$ cat config.mk
export PLATFORM = sky130hd
export DESIGN_NAME = mm_rd_seq
export DESIGN_NICKNAME = d
export VERILOG_FILES = /design/src/rtl/mm_rd_seq.sv
export SDC_FILE = /design/constraint.sdc
export NUM_CORES = 1
export LEC_CHECK = 0
export CAP_MARGIN = 10
export CORE_AREA = 4 4 67 69
export CTS_CLUSTER_SIZE = 10
export DETAILED_ROUTE_END_ITERATION = 16
export DIE_AREA = 0 0 71 73
export GPL_ROUTABILITY_DRIVEN = 0
export HOLD_SLACK_MARGIN = 0.03
export PLACE_DENSITY = 0.74
export SLEW_MARGIN = 20
export SYNTH_ARGS = -nofsm -noshare
export SYNTH_HDL_FRONTEND = slang
export SYNTH_SLANG_ARGS = --single-unit
$ cat constraint.sdc
create_clock -name clk -period 2.8 [get_ports clk]
set_clock_uncertainty 0.15 [all_clocks]
set_input_delay 0.56 -clock clk [delete_from_list [all_inputs] [get_ports clk]]
set_output_delay 0.56 -clock clk [all_outputs]
set_load 0.02 [all_outputs]
$ cat src/rtl/mm_rd_seq.sv
// mm_rd_seq: read-address sequencer for the A-operand bank path.
// Walks addresses 0..DEPTH-1 once per pass for a latched number of passes,
// then waits for the skew chain and BRAM read latency to flush before
// pulsing done.
module mm_rd_seq #(
  parameter  int N         = 3,
  parameter  int M         = 6,
  parameter  int RD_LAT    = 1,
  localparam int DEPTH     = (M * M) / N,
  localparam int AW        = (DEPTH > 1) ? $clog2(DEPTH) : 1,
  localparam int DRAIN_CYC = N - 1 + RD_LAT
) (
  input  logic          clk,
  input  logic          rst_n,
  input  logic          start,
  input  logic [7:0]    passes,
  input  logic          stall,
  output logic          rd_en,
  output logic [AW-1:0] rd_addr,
  output logic [7:0]    pass_idx,
  output logic          busy,
  output logic          done
);

  localparam logic [1:0] S_IDLE  = 2'd0;
  localparam logic [1:0] S_RUN   = 2'd1;
  localparam logic [1:0] S_DRAIN = 2'd2;

  // Drain counter must hold DRAIN_CYC; keep at least one bit.
  localparam int DW = (DRAIN_CYC > 0) ? $clog2(DRAIN_CYC + 1) : 1;

  // Explicit wrap point so a non-power-of-two DEPTH never reaches 2^AW-1.
  localparam logic [AW-1:0] LAST_ADDR  = AW'(DEPTH - 1);
  localparam logic [DW-1:0] DRAIN_LOAD = DW'(DRAIN_CYC);

  logic [1:0]    state_reg, state_next;
  logic [AW-1:0] addr_cnt_reg, addr_cnt_next;
  logic [7:0]    passes_reg, passes_next;
  logic [DW-1:0] drain_cnt_reg, drain_cnt_next;

  logic          rd_en_next;
  logic [AW-1:0] rd_addr_next;
  logic [7:0]    pass_idx_next;
  logic          busy_next;
  logic          done_next;

  logic          last_addr_hit;
  logic          last_pass_hit;

  assign last_addr_hit = (addr_cnt_reg == LAST_ADDR);
  assign last_pass_hit = (pass_idx == (passes_reg - 8'd1));

  // Next-state and next-output logic for the IDLE/RUN/DRAIN sequencer.
  always_comb begin
    state_next     = state_reg;
    addr_cnt_next  = addr_cnt_reg;
    passes_next    = passes_reg;
    drain_cnt_next = drain_cnt_reg;
    rd_en_next     = 1'b0;
    rd_addr_next   = rd_addr;
    pass_idx_next  = pass_idx;
    busy_next      = busy;
    done_next      = 1'b0;

    case (state_reg)
      S_IDLE: begin
        if (start) begin
          passes_next   = passes;
          pass_idx_next = 8'd0;
          addr_cnt_next = '0;
          if (passes != 8'd0) begin
            state_next = S_RUN;
            busy_next  = 1'b1;
          end else begin
            // Empty run: report completion without ever going busy.
            done_next = 1'b1;
          end
        end
      end

      S_RUN: begin
        // A stalled edge issues nothing and leaves address/pass untouched.
        if (!stall) begin
          rd_en_next   = 1'b1;
          rd_addr_next = addr_cnt_reg;
          if (last_addr_hit) begin
            addr_cnt_next = '0;
            if (last_pass_hit) begin
              state_next     = S_DRAIN;
              drain_cnt_next = DRAIN_LOAD;
            end else begin
              pass_idx_next = pass_idx + 8'd1;
            end
          end else begin
            addr_cnt_next = addr_cnt_reg + AW'(1);
          end
        end
      end

      S_DRAIN: begin
        if (drain_cnt_reg == '0) begin
          state_next = S_IDLE;
          busy_next  = 1'b0;
          done_next  = 1'b1;
        end else begin
          drain_cnt_next = drain_cnt_reg - DW'(1);
        end
      end

      default: begin
        state_next = S_IDLE;
        busy_next  = 1'b0;
      end
    endcase
  end

  // State and registered outputs; reset aborts any run with no done.
  always_ff @(posedge clk or negedge rst_n) begin
    if (!rst_n) begin
      state_reg     <= S_IDLE;
      addr_cnt_reg  <= '0;
      passes_reg    <= 8'd0;
      drain_cnt_reg <= '0;
      rd_en         <= 1'b0;
      rd_addr       <= '0;
      pass_idx      <= 8'd0;
      busy          <= 1'b0;
      done          <= 1'b0;
    end else begin
      state_reg     <= state_next;
      addr_cnt_reg  <= addr_cnt_next;
      passes_reg    <= passes_next;
      drain_cnt_reg <= drain_cnt_next;
      rd_en         <= rd_en_next;
      rd_addr       <= rd_addr_next;
      pass_idx      <= pass_idx_next;
      busy          <= busy_next;
      done          <= done_next;
    end
  end

endmodule

Yosys cells after proc, flatten, opt, wreduce, memory -nomap -nowiden
Index checks and enable logic that the tools add are counted.
{"block": "totals", "output_inout_bits": 15, "register_bits": 31, "mem_bits_ro": 0, "memories": 0, "inputBits": 12, "wordCells": 70, "mem_bits_rw": 0, "latch_bits": 0}
{"block": "classes", "bitwise": 2, "multipliers": 0, "mux": 31, "n_reduce_logical": 12, "magnitude_cmp": 0, "n_div": 0, "n_shift": 0, "n_eq_ne": 12, "n_addsub": 4}
{"cell": "8-bit two-way mux", "count": 4}
{"cell": "2-bit two-way mux", "count": 10}
{"cell": "2-bit != test (second input constant)", "count": 8}
{"cell": "8-bit one-hot mux with 2 select lines", "count": 1}
{"cell": "4-bit two-way mux", "count": 3}
{"cell": "5-bit AND reduction", "count": 2}
{"cell": "8-bit by 1-bit adder with 8-bit output (second input constant)", "count": 1}
{"cell": "8-bit == test", "count": 1}
{"cell": "1-bit two-way mux", "count": 8}
{"cell": "4-bit one-hot mux with 2 select lines", "count": 1}
{"cell": "8-bit nonzero test", "count": 1}
{"cell": "8-bit by 1-bit subtractor with 8-bit output (second input constant)", "count": 1}
{"cell": "2-bit one-hot mux with 3 select lines", "count": 1}
{"cell": "6-bit AND reduction", "count": 1}
{"cell": "4-bit by 1-bit adder with 4-bit output (second input constant)", "count": 1}
{"cell": "4-bit == test (second input constant)", "count": 1}
{"cell": "2-bit zero test", "count": 2}
{"cell": "2-bit one-hot mux with 2 select lines", "count": 1}
{"cell": "2-bit AND reduction", "count": 2}
{"cell": "4-bit AND reduction", "count": 1}
{"cell": "2-bit nonzero test", "count": 2}
{"cell": "1-bit one-hot mux with 3 select lines", "count": 1}
{"cell": "3-bit AND reduction", "count": 1}
{"cell": "2-bit by 1-bit == test with 1-bit output (second input constant)", "count": 1}
{"cell": "other kinds (4)", "count": 5}

Longest topological paths before layout
Gate-level depths: netlist of the first run.
{"block": "depth", "word_depth": 6, "mapped_depth": 10, "mapped_depth_nobuf": 9}

Worst setup path before layout of the first run
Ideal clock, no wire load.
{"block": "synth_path", "path_kind": "flip-flop to flip-flop", "start": "reg passes_reg[0]", "end": "reg pass_idx[7]", "t_arrival_ns": 2.324, "stages_incl_launch_ff": 10, "path_slack_ns": 0.248, "path_buffers": 0, "setup_time_ns": 0.078, "period_less_slack_ns": 2.552, "required_ns": 2.572, "cell_sequence": "dfrtp_1 -> inv_1 -> ha_1 -> nor3b_2 -> mux2i_1 -> nor3b_1 -> o311a_1 -> and3_4 -> or4_1 -> a21oi_1"}
{"block": "synth_between", "elab_chain_len": 4}
{"item": "start, declared", "line": "38", "rtl": "logic [7:0] passes_reg, passes_next;"}
{"item": "start signal, assigned", "line": "132", "rtl": "passes_reg <= passes_next;"}
{"item": "8-bit by 1-bit subtractor with 8-bit output", "line": "51", "rtl": "assign last_pass_hit = (pass_idx == (passes_reg - 8'd1));"}
{"item": "8-bit == test", "line": "51"}
{"item": "2-bit != test (no source line)"}
{"item": "5-bit AND reduction (no source line)"}
{"item": "end signal, assigned", "line": "136", "rtl": "pass_idx <= pass_idx_next;"}
{"item": "end, declared", "line": "20", "rtl": "output logic [7:0] pass_idx,"}
No other way between the ends.
A chain may end at the register's enable or synchronous reset.

Worst setup path in the final report of the first run
Ends and elaborated chain as after synthesis.

==> results of run 1 <==
==> cells in the mapped netlist, types with 2 or more instances <==
cell type	count	area share [%]
a21o_1	2	0.89
a21oi_1	7	2.1
a22oi_1	2	0.89
and3_1	2	0.74
clkbuf_1	3	0.67
dfrtp_1	31	46
ha_1	4	3.0
inv_1	8	1.8
mux2_2	4	2.7
nand2_1	31	6.9
nand2b_1	3	1.1
nand4_1	6	2.2
nand4b_1	2	1.0
nor2_1	9	2.0
nor2b_1	5	1.8
nor3_1	4	1.2
nor3b_1	2	0.89
o211ai_1	2	0.89
o21a_1	2	0.89
o21ai_0	11	3.3
o31ai_1	2	0.89
or3_1	5	1.8
or4_1	4	1.8
xnor2_1	8	4.1
==> cell usage in the layout (no fill, tap or decap), types with 2 or more instances in the layout <==
master | synthesis | routed
mux2_2 | 4 | 4
nor2_1 | 9 | 9
nor3b_1 | 2 | 2
ha_1 | 4 | 3
buf_4 | 0 | 12
nand2b_1 | 3 | 3
nor2b_1 | 5 | 5
a21o_1 | 2 | 2
nor3_1 | 4 | 4
a21oi_1 | 7 | 7
nand4b_1 | 2 | 2
o211ai_1 | 2 | 2
dfrtp_1 | 31 | 31
o21a_1 | 2 | 2
or3_1 | 5 | 5
nand2_1 | 31 | 31
xnor2_1 | 8 | 8
inv_1 | 8 | 8
clkdlybuf4s50_1 | 0 | 26
a22oi_1 | 2 | 2
bufinv_16 | 0 | 2
clkbuf_8 | 0 | 5
nand4_1 | 6 | 6
o21ai_0 | 11 | 11
o31ai_1 | 2 | 2
or4_1 | 4 | 4
and3_1 | 2 | 2
==> through the flow <==
step / setup WS (ns) / util, % / power [mW] / cells / cell area (sq um)
final: 0.0986 / 56.7 / 1.58 / 271 / 2220
after global routing: -0.0254 / 56.7 / 1.66 / 271 / 2220
after CTS: 0.0255 / 55.1 / 1.58 / 264 / 2160
after detailed placement: 0.0517 / 51.7 / 1.05 / 256 / 2020
after global placement: 0.150 / 51.7 / 1.05 / 256 / 2020
after floorplan: 0.248 / - / 0.862 / 180 / 1690
==> routing by layer <==
metal | routed length (um) | vias to the layer above | track usage [%] | part of all wire (%)
met5 | 0 | - | 0 | 0
met3 | 145 | 6 | 3.31 | 3.9
li1 | - | 722 | - | -
met1 | 1760 | 685 | 19.7 | 47
met2 | 1780 | 29 | 22.1 | 48
met4 | 36 | 0 | 5.64 | 0.97
==> report_power, final <==
part           switching (mW)  total [mW]  internal, mW  leakage, nW
Combinational           0.199       0.423         0.224        0.513
Clock                   0.169       0.524         0.356       0.0654
Sequential             0.0988       0.631         0.532        0.382
==> cell type report <==
| cell class | count | share of cell area, % |
|---|---|---|
| clock buffer | 6 | 3.27 |
| clock inverter | 2 | 2.71 |
| inverter | 8 | 1.35 |
| multi-input combinational | 136 | 39.1 |
| sequential | 31 | 35.0 |
| tap | 50 | 2.82 |
| timing repair buffer | 38 | 15.8 |
==> worst paths after layout <==
| check | slack (ns) | startpoint | cells past startpoint | endpoint |
|---|---|---|---|---|
| setup / recovery | 0.1 | passes_reg[0]$_DFFE_PN0P_ | 10 | pass_idx[7]$_DFFE_PN0P_ |
| hold / removal | 0.35 | passes_reg[7]$_DFFE_PN0P_ | 2 | passes_reg[7]$_DFFE_PN0P_ |
| setup reg to reg | 0.1 | passes_reg[0]$_DFFE_PN0P_ | 10 | pass_idx[7]$_DFFE_PN0P_ |
| hold reg to reg | 0.35 | passes_reg[7]$_DFFE_PN0P_ | 2 | passes_reg[7]$_DFFE_PN0P_ |
| max in group asynchronous | 1.70 | rst_n | 2 | pass_idx[2]$_DFFE_PN0P_ |
| min in group asynchronous | 0.51 | rst_n | 2 | drain_cnt_reg[0]$_DFFE_PN0P_ |
==> kinds of logic after synthesis <==
logic type               after synthesis  synth area share [%]
adder cells (fa/ha/maj)                4                  2.96
AO/OA/AOI/OAI                         36                  14.0
flip-flops                            31                  45.9
buffers and inverters                 13                  3.40
AND/OR/NAND/NOR                       82                  25.9
multiplexers                           5                  3.25
XOR/XNOR                               9                  4.66
==> repair_timing <==
action                                  in CTS  in global routing
endpoints found under the setup margin       0                  2
setup buffers                                0                  7
hold buffers                                 0                  0
resized for setup                            0                  2
hold endpoints to repair                     0                  0
==> critical path: stages (launching register included) <==
cell and delay (ns):
dfrtp_1 0.41, inv_1 0.09, ha_2 0.20, nor3b_4 0.21, buf_4 0.15, xnor2_1 0.10
nor3_1 0.06, o311a_1 0.39, and3_4 0.22, or4_1 0.51, a21oi_1 0.14
==> flow_summary.ini, run 1 <==
[floorplanning]
coreArea_sq_um = 3910
initial_utilization_pct = 43.2
row_count = 23
fp.dieH_um = 73
dieWidth_um = 71
pin_count = 27
die_area_sq_um = 5180

[grt]
grt_util_all_layers_pct = 14.4
grt_pass1_wl_um = 5880
grt_pass1_vias = 1278
grt-ovfl-total = 0
grt_max_degree = 32
antenna_found_initial = 0

[route]
drc_errors = 0
vias = 1442
viasPerCell = 5.32
firstDrtPassIters = 4
wl_um = 3720
wire_per_inst_um = 13.7
drt_iter0_markers = 37
drtAntennaViolNets = 0

[cts]
htree_levels = 2
clk_latency_ns = 0.29
cts_sinks = 31
clockBufferDepth = 2
clkSlewWorstSetupHoldPaths_ns = 0.07
cts_tree = done
numCtsBuffers = 5
root_buffer = clkbuf_8

[logic_synthesis]
syn_area_sq_um = 1690
async_reset_ff_share_pct = 100
ys_seq_area_share_pct = 45.9
ys_seq_elements = 31
synth-main-ff-cell = dfrtp_1
synth_warnings = 0
synth_nets = 196
synth_edf_count = 0
synthCells = 180
postSynthAreaPerCell_sq_um = 9.40
ys_types = 45

[critical_path]
critPathArrivalTime_ns = 2.77
worstPathRequired_ns = 2.87
cp-start-kind = flip-flop
crit_type = flip-flop to flip-flop
critPathMaxFanout = 10
cp-end-kind = flip-flop

[timing]
drv_slew = 0
fin_crit_sh_pct = 96.5
setup_viol = 0
timing.slew.headroom_pct = 71.7
max_freq_mhz = 370
hold_viol_final = 0
final.setup.tns_ns = 0
hold_ws_ns = 0.351
min_period_ns = 2.70
worst_pin_slew_ns = 0.423

[placed_design]
io_buffers = 26
dp_hpwl_um = 2690

[pwr]
cellPowerDensity_nw_per_um2 = 711
p_leak_nw = 0.961
ir_drop_uv = 508

[min_path]
hp-class = flip-flop to flip-flop

[final_layout]
layout-drive-gt1-share_pct = 14.0
seq_area_sq_um = 776
nets = 236
fill_cells = 363
area_delta_synth_final_pct = 31.1
multi_input_area_sq_um = 867
diodes = 0

[run_status]
status = finished, final reports clean

[job]
maxCapViolations = 0
Power figures use the tool's default switching activity.
==> inputs of run 2 (changes only) <==
--- a/config.mk
+++ b/config.mk
@@ -6,13 +6,14 @@
 export NUM_CORES = 1
 export LEC_CHECK = 0
 export CAP_MARGIN = 10
-export CORE_AREA = 4 4 67 69
+export CORE_AREA = 4 4 62 64
 export CTS_CLUSTER_SIZE = 10
 export DETAILED_ROUTE_END_ITERATION = 16
-export DIE_AREA = 0 0 71 73
+export DIE_AREA = 0 0 66 68
 export GPL_ROUTABILITY_DRIVEN = 0
 export HOLD_SLACK_MARGIN = 0.03
-export PLACE_DENSITY = 0.74
+export PLACE_DENSITY = 0.84
+export SETUP_SLACK_MARGIN = 0.2
 export SLEW_MARGIN = 20
 export SYNTH_ARGS = -nofsm -noshare
 export SYNTH_HDL_FRONTEND = slang
==> run 2 against run 1 <==
  * Combinational power is 4% higher
  * First-iteration DRC count grew 57%
  * Global-route usage is 4.3 points higher
  * Hold slack improved by 0.018 ns
  * Setup slack better by 0.17 ns
  * Via count rose by 2.9%
  * Register-to-register slack improved by 0.17 ns
  * Sequential power fell by 1%
  * Critical endpoint unchanged
==> flow_summary.ini, run 2 (synthesis gave the netlist of run 1 again) <==
[grt]
grt_pass1_wl_um = 6330
antenna_found_initial = 0
grt-ovfl-total = 0
grt_util_all_layers_pct = 18.7
grt_pass1_vias = 1406
grt_max_degree = 32

[pwr]
ir_drop_uv = 457
cellPowerDensity_nw_per_um2 = 616
p_leak_nw = 0.949
power_mw = 1.37

[critical_path]
critPathMaxFanout = 6
worstPathRequired_ns = 2.88
cp-start-kind = flip-flop
cp_slowest_cell = dfrtp_1
reg2reg_from = passes_reg[0]$_DFFE_PN0P_
critPathArrivalTime_ns = 2.61
crit_chain = inv_2 > ha_4 > nor3b_4 > buf_6 > xnor2_2 > nor3_2 > o311a_1 > and3_4 > buf_4 > o31ai_1 > a21oi_2
startpoint = passes_reg[0]$_DFFE_PN0P_
rrSetupSlack_ns = 0.27
ff2ff_path_depth = 11
setup.worst_path.end = pass_idx[7]$_DFFE_PN0P_
slowest_delay_ns = 0.40
cp-end-kind = flip-flop
reg2reg_to = pass_idx[7]$_DFFE_PN0P_
crit_type = flip-flop to flip-flop

[route]
vias = 1484
drt_iter0_markers = 58
wire_per_inst_um = 14.1
viasPerCell = 5.52
wl_um = 3800
drtAntennaViolNets = 0
firstDrtPassIters = 4
drc_errors = 0

[timing]
fin_crit_sh_pct = 90.5
drv_slew = 0
max_freq_mhz = 395
worst_pin_slew_ns = 0.412
setup_viol = 0
final.setup.tns_ns = 0
hold_viol_final = 0
timing.slew.headroom_pct = 72.5
setup_ws_ns = 0.267
min_period_ns = 2.53
grt_setup_unrepaired = yes

[placed_design]
io_buffers = 26
dpl_worst_slack_ns = 0.0716
place_area_sq_um = 2020
dp_hpwl_um = 2710

[final_layout]
seq_area_sq_um = 776
multi_input_area_sq_um = 912
nets = 238
fill_cells = 265
final_util_pct = 67.5
area_delta_synth_final_pct = 31.1
diodes = 0
final_cell_mix = nand2_1 (31), dfrtp_1 (31), clkdlybuf4s50_1 (26)
layout-drive-gt1-share_pct = 18.8
stdcell_area_sq_um = 2220

[floorplanning]
row_count = 21
pin_count = 27
dieWidth_um = 66
initial_utilization_pct = 51.5
die_area_sq_um = 4490
coreArea_sq_um = 3280
fp.dieH_um = 68

[cts]
numCtsBuffers = 5
cts_tree = done
clkSlewWorstSetupHoldPaths_ns = 0.10
htree_levels = 2
cts_sinks = 31
clockBufferDepth = 2
root_buffer = clkbuf_4
clk_latency_ns = 0.34

[min_path]
hp-class = flip-flop to flip-flop
min-delay-start = passes_reg[7]$_DFFE_PN0P_

[run_status]
status = finished, final reports clean

[job]
maxCapViolations = 0
## run 2: cell type report
type | instances | area share, %
Inverter | 8 | 1.35
Timing Repair Buffer | 40 | 16.8
Clock buffer | 8 | 3.10
Multi-Input combinational cell | 136 | 41.1
Sequential cell | 31 | 35.0
Tap cell | 46 | 2.60
## run 2: worst min path at each step
stage                              endpoint  slack [ns]  depth (start not counted)
2_1_floorplan   addr_cnt_reg[0]$_DFFE_PN0P_        0.11                          0
3_3_place_gp      passes_reg[7]$_DFFE_PN0P_        0.33                          2
3_5_place_dp         rd_addr[3]$_DFFE_PN0P_        0.35                          1
4_1_cts        drain_cnt_reg[0]$_DFFE_PN0P_        0.37                          1
5_1_grt              rd_addr[3]$_DFFE_PN0P_        0.39                          1
6_report          passes_reg[7]$_DFFE_PN0P_        0.37                          2
## run 2: critical path, delay by kind of cell, from the launching register on
family / cells / cell delay (ns)
flip-flops: 1 / 0.40
buffers and inverters: 3 / 0.36
AO/OA/AOI/OAI: 3 / 0.75
adder cells (fa/ha/maj): 1 / 0.14
AND/OR/NAND/NOR: 3 / 0.51
XOR/XNOR: 1 / 0.11
## run 2: repair_timing
item / in CTS / in global routing
hold buffers: 0 / 0
setup endpoints to repair: 2 / 8
gates cloned: 0 / 0
gates resized for setup: 2 / 12
buffers inserted: 8 / 1
pin swaps: 4 / 14
## run 2: power by group
part / switching (mW) / total (mW) / internal, mW
Clock: 0.154 / 0.302 / 0.148
Combinational: 0.208 / 0.439 / 0.231
Sequential: 0.0943 / 0.625 / 0.531
## run 2: metal layers
metal | track usage, % | part of all wire, % | vias up
met4 | 6.60 | 1.2 | 0
met2 | 31.2 | 50 | 25
li1 | - | - | 726
met3 | 5.91 | 4.1 | 6
met1 | 22.9 | 44 | 727
met5 | 0 | 0 | -
## run 2: through the flow
step           hold WS [ns]  std cells
2_1_floorplan         0.114        180
3_3_place_gp          0.332        252
3_5_place_dp          0.349        252
4_1_cts               0.374        268
5_1_grt               0.393        269
6_report              0.369        269
